File: config.mk
export PLATFORM = sky130hd
export DESIGN_NAME = mux_arb_reg
export DESIGN_NICKNAME = d
export VERILOG_FILES = /design/src/rtl/mux_arb_pkg.sv /design/src/rtl/mux_arb_reg_rr_arbiter.sv /design/src/rtl/mux_arb_reg.sv
export SDC_FILE = /design/constraint.sdc
export NUM_CORES = 1
export LEC_CHECK = 0
export BUFFER_PORTS_ARGS = -buffer_cell sky130_fd_sc_hd__buf_2
export CAP_MARGIN = 5
export CORE_AREA = 3 3 95 79
export CTS_BUF_LIST = sky130_fd_sc_hd__clkbuf_8 sky130_fd_sc_hd__clkbuf_16
export DETAILED_ROUTE_END_ITERATION = 16
export DIE_AREA = 0 0 98 82
export PLACE_DENSITY = 0.91
export REMOVE_ABC_BUFFERS = 1
export SYNTH_ARGS = -nofsm -noshare
export SYNTH_HDL_FRONTEND = slang
export SYNTH_SLANG_ARGS = --single-unit
File: constraint.sdc
create_clock -name clk -period 7 [get_ports clk]
set_input_delay 0.7 -clock clk [delete_from_list [all_inputs] [get_ports clk]]
set_output_delay 0.7 -clock clk [all_outputs]
set_load 0.005 [all_outputs]
File: src/rtl/mux_arb_pkg.sv
// Shared constants and helpers for the registered N-input selector family.
// Mode encodings pick the channel-choice policy at elaboration time.
package mux_arb_pkg;

    localparam int MODE_FIXED = 0;
    localparam int MODE_RR    = 1;
    localparam int MODE_SEL   = 2;

    function automatic int clog2(input int value);
        int r;
        r = 0;
        for (int i = 0; i < 31; i++) begin
            if ((1 << i) < value) begin
                r = i + 1;
            end
        end
        return r;
    endfunction

    // Channel index width; never narrower than one bit even for a single channel.
    function automatic int idx_width(input int n);
        return (clog2(n) < 1) ? 1 : clog2(n);
    endfunction

endpackage

File: src/rtl/mux_arb_reg_rr_arbiter.sv
// Round-robin grant search: starts one past the last-grant pointer and wraps
// over the NUM_IN valid indices only, so non-power-of-two sizes never alias.
module rr_arbiter
    import mux_arb_pkg::*;
#(
    parameter int  NUM_IN = 4,
    localparam int SEL_W  = idx_width(NUM_IN)
) (
    input  logic [NUM_IN-1:0] req,
    input  logic [SEL_W-1:0]  ptr,
    input  logic              en,
    output logic [NUM_IN-1:0] gnt,
    output logic [SEL_W-1:0]  gnt_idx
);

    int   cand;
    logic found;

    always_comb begin
        gnt     = '0;
        gnt_idx = '0;
        found   = 1'b0;
        cand    = 0;
        for (int i = 1; i <= NUM_IN; i++) begin
            cand = int'(ptr) + i;
            if (cand >= NUM_IN) begin
                cand = cand - NUM_IN;
            end
            if (en && !found && req[cand]) begin
                found     = 1'b1;
                gnt[cand] = 1'b1;
                gnt_idx   = SEL_W'(cand);
            end
        end
    end

endmodule

File: src/rtl/mux_arb_reg.sv
// N-input registered selector with a one-entry output stage; channel choice
// is fixed priority, round-robin or external select depending on MODE.
module mux_arb_reg
    import mux_arb_pkg::*;
#(
    parameter int  WIDTH  = 32,
    parameter int  NUM_IN = 4,
    parameter int  MODE   = MODE_RR,
    localparam int SEL_W  = idx_width(NUM_IN)
) (
    input  logic                    clk,
    input  logic                    rst_n,
    input  logic [NUM_IN*WIDTH-1:0] in_data,
    input  logic [NUM_IN-1:0]       in_valid,
    output logic [NUM_IN-1:0]       in_ready,
    input  logic [SEL_W-1:0]        sel,
    output logic [WIDTH-1:0]        out_data,
    output logic [SEL_W-1:0]        out_sel,
    output logic                    out_valid,
    input  logic                    out_ready
);

    // Handshake: a word moves on any port when valid && ready at a rising edge.
    // valid must not depend on ready; ready here is at most one-hot, only for a
    // channel whose valid is high, and only when the output stage can take data.
    logic                accept;
    logic [NUM_IN-1:0]   gnt;
    logic [SEL_W-1:0]    gnt_idx;
    logic                xfer;
    logic [WIDTH-1:0]    chan [NUM_IN];

    assign accept   = !out_valid || out_ready;
    assign in_ready = gnt;
    assign xfer     = |gnt;

    for (genvar i = 0; i < NUM_IN; i++) begin : g_chan
        assign chan[i] = in_data[i*WIDTH +: WIDTH];
    end

    if (MODE == MODE_RR) begin : g_rr
        logic [SEL_W-1:0] rr_ptr;
        logic             unused_sel;

        assign unused_sel = ^sel;

        rr_arbiter #(.NUM_IN(NUM_IN)) u_rr (
            .req     (in_valid),
            .ptr     (rr_ptr),
            .en      (accept),
            .gnt     (gnt),
            .gnt_idx (gnt_idx)
        );

        // Pointer starts at the last channel so channel 0 wins first after reset.
        always_ff @(posedge clk or negedge rst_n) begin
            if (!rst_n) begin
                rr_ptr <= SEL_W'(NUM_IN - 1);
            end else if (xfer) begin
                rr_ptr <= gnt_idx;
            end
        end
    end else if (MODE == MODE_FIXED) begin : g_fixed
        logic found;
        logic unused_sel;

        assign unused_sel = ^sel;

        always_comb begin
            gnt     = '0;
            gnt_idx = '0;
            found   = 1'b0;
            for (int i = 0; i < NUM_IN; i++) begin
                if (accept && !found && in_valid[i]) begin
                    found   = 1'b1;
                    gnt[i]  = 1'b1;
                    gnt_idx = SEL_W'(i);
                end
            end
        end
    end else begin : g_sel
        // Out-of-range select values match no channel and simply grant nothing.
        always_comb begin
            gnt     = '0;
            gnt_idx = '0;
            for (int i = 0; i < NUM_IN; i++) begin
                if (accept && (int'(sel) == i) && in_valid[i]) begin
                    gnt[i]  = 1'b1;
                    gnt_idx = SEL_W'(i);
                end
            end
        end
    end

    // Data and index hold when the stage drains without a new word.
    always_ff @(posedge clk or negedge rst_n) begin
        if (!rst_n) begin
            out_valid <= 1'b0;
            out_data  <= '0;
            out_sel   <= '0;
        end else if (accept) begin
            out_valid <= xfer;
            if (xfer) begin
                out_data <= chan[gnt_idx];
                out_sel  <= gnt_idx;
            end
        end
    end

endmodule

==> results.py <==
metrics = {
    "setup_path": {
        "worst_r2r_startpoint": "g_rr.rr_ptr[0]",
        "r2r-end": "out_data[13]",
        "reg2reg_slack_ns": 2.14,
        "arrival_ns": 5.06,
        "worstPathMaxFanout": 65,
        "cp-start-kind": "register",
        "critPathCaptureType": "register",
        "reg2reg_depth": 9,
        "path_class": "reg -> reg",
        "cp-startpoint": "g_rr.rr_ptr[0]",
        "required_ns": 7.20,
    },
    "route": {
        "remaining_drc_errors": 0,
        "drt_iter0_drc": 123,
        "detail_route.first_pass.iterations": 4,
        "routedWlPerCell_um": 17.30,
        "avgViaCountPerCell": 5.889,
        "dr_total_vias": 3410,
        "drtAntennaViolNets": 0,
        "drt-total-wl_um": 10020,
    },
    "floorplanning": {
        "start_util_pct": 47.74,
        "die_w_um": 98,
        "rows": 27,
        "ios": 176,
        "coreArea_um2": 6723,
        "die-area_um2": 8036,
        "die_h_um": 82,
    },
    "clocking": {
        "root_buffer": "clkbuf_8",
        "cts_made_buffers": 5,
        "clk_pin_slew_ns": 0.08,
        "ctsHoldBuffers": 0,
        "post-cts-setup-buffer-count": 0,
        "cts.sinks": 37,
        "htreeDepth": 2,
        "clock_latency_ns": 0.29,
        "cts_resized": 0,
        "cts_max_path_buffers": 2,
        "cts_tree": "built",
    },
    "placement": {
        "place_area_um2": 4028,
        "dpl.hpwl_um": 7156,
        "gp_congestion": 0.7579,
        "port_buffers": 173,
    },
    "cells_and_area": {
        "final_common_cell": "buf_2",
        "final_cell_mix": "buf_2, a211oi_1, nor3b_1",
        "syn_to_final_growth_pct": 28.30,
        "utilization_pct": 61.25,
        "diodes": 0,
        "design_area_um2": 4118,
        "drive_gt1_share_pct": 47.15,
        "finish.net_count": 637,
    },
    "pwr": {
        "switching_power_mw": 1.205,
        "power.share.sequential_pct": 18.3,
        "p_total_mw": 2.329,
        "p_per_area_nw_per_um2": 565.6,
        "clockPowerShare_pct": 6.7,
        "power.share.combinational_pct": 75.0,
        "p_int_mw": 1.125,
        "power_switching_share_pct": 51.72,
        "peakVddDrop_uv": 237.7,
        "p_leak_nw": 1.818,
    },
    "synthesis": {
        "yosysSeqAreaShare_pct": 28.93,
        "synthMuxAreaShare_pct": 4.756,
        "synth_top_family_by_area": "compound AO/OA/AOI/OAI gates",
        "ys_types": 41,
        "synth-async-reset-ratio_pct": 100.0,
        "synth_edf_count": 0,
        "ys.warnings.count": 0,
        "synthCells": 347,
        "synth-seq-cells": 37,
        "synth-xor-area-share_pct": 0,
        "synth_top_area_share_pct": 27.29,
        "synth-main-ff-cell": "dfrtp_1",
        "synth_fa_ha_area_share_pct": 3.119,
        "yosys.area_share.simple_pct": 24.09,
        "synth.largest_area_cell": "dfrtp_1",
        "avgSynthCellArea_um2": 9.249,
        "synth_area_leaders": "dfrtp_1, a211oi_1, nor3b_1, o31ai_2, nand2_1",
        "syn_area_um2": 3209,
        "synth_compound_area_share_pct": 32.48,
    },
    "timing": {
        "hold_viol": 0,
        "tightestPinTransition_ns": 1.206,
        "grt_setup_unrepaired": "false",
        "finalClockSkew_ns": 0.007989,
        "fin_crit_sh_pct": 69.40,
        "min_period_ns": 4.858,
        "fmax_ghz": 0.2059,
        "setup_tns_ns": 0,
        "setup_viol": 0,
        "relSlewSlack_pct": 19.58,
        "hold_ws_ns": 0.4810,
        "slew_violations": 0,
    },
    "outcome": {
        "status": "finished, final reports clean",
    },
    "worst_hold_path": {
        "worstHoldPathCells": 2,
        "holdCritStartpoint": "out_data[14]",
        "hold_end": "out_data[14]",
        "hold_class": "reg -> reg",
    },
    "grt": {
        "grt_max_degree": 73,
        "grt_pass1_wl_um": 15080,
        "overflow": 0,
        "track_usage_pct": 23.07,
        "grt_pass1_vias": 3131,
        "antenna_found_initial": 0,
    },
    "flow_run": {
        "cap_violations": 0,
    },
}
[worst max-delay path by stage]
stage | to | cells past startpoint
floorplan | out_data[2] | 7
CTS | out_data[13] | 9
finish | out_data[13] | 9
detailed placement | out_data[13] | 9
global placement | out_data[13] | 9
global route | out_data[13] | 9
[layout make-up]
class | instances | area, um^2
fillers | 567 | 2605
multi-input cells | 267 | 2076
flip-flops and latches | 37 | 928.4
repair buffers | 178 | 903.4
well taps | 87 | 108.9
clock buffers | 6 | 82.58
inverters | 3 | 11.26
clock inverters | 1 | 7.507
[metrics by stage]
stage                     setup WS (ns)  cells
after floorplan                  -3.367    307
after global placement            2.386    572
after detailed placement          2.186    572
after CTS                         2.162    579
after global routing              1.845    579
final                             2.142    579
[per-layer routing]
layer  vias up  global-route usage [%]  share of wire [%]
met2       147                   38.72                 50
met3        18                   5.093                7.0
met5         -                       0                  0
met4         0                   8.852                2.4
met1      1630                   29.31                 41
li1       1615                       -                  -
[cell families (layout without fill, tap and decap cells)]
kind of cell | count (synthesis) | in the layout
and+or+nand+nor | 128 | 128
AOI/OAI and AO/OA | 121 | 121
buffers and inverters | 43 | 188
DFF | 37 | 37
muxes | 10 | 10
adders and majority gates | 8 | 8
[synthesized netlist by cell type (2+ instances only)]
| master | count |
|---|---|
| dfrtp_1 | 35 |
| buf_6 | 5 |
| a211oi_1 | 66 |
| nand4_1 | 2 |
| o31ai_2 | 31 |
| nand3b_1 | 2 |
| clkbuf_1 | 24 |
| o22ai_1 | 2 |
| mux4_2 | 4 |
| nor2_1 | 6 |
| a21oi_1 | 8 |
| buf_2 | 8 |
| mux2_2 | 2 |
| nor3b_1 | 64 |
| dfstp_2 | 2 |
| a22oi_1 | 4 |
| mux2i_1 | 4 |
| ha_1 | 8 |
| nand2_1 | 41 |
| buf_1 | 2 |
| nor2b_1 | 2 |
| o21ai_1 | 2 |
| inv_1 | 3 |
| nand2b_1 | 2 |
| o21bai_1 | 2 |
[state kept, by name, summed over array words and instances, names as in the netlist]
signal	flops
g_rr.rr_ptr	2
out_valid	1
out_sel	2
out_data	32
[power groups by stage]
stage / Sequential, mW / Combinational, mW / Clock [mW]
2_1_floorplan: 0.424 / 1.08 / 0
3_3_place_gp: 0.423 / 1.68 / 0
3_5_place_dp: 0.430 / 1.75 / 0
4_1_cts: 0.427 / 1.76 / 0.161
5_1_grt: 0.444 / 1.92 / 0.170
6_report: 0.427 / 1.75 / 0.155
[critical path, stage by stage, from the launching register on]
cell	delay (ns)
dfstp_2	0.75
inv_1	0.21
ha_1	0.50
mux4_2	0.63
nor2b_2	0.27
o211a_2	0.23
buf_4	0.54
or2_2	1.03
a211oi_1	0.30
o31ai_2	0.26
Note: power is estimated with default switching activity, not from simulation.
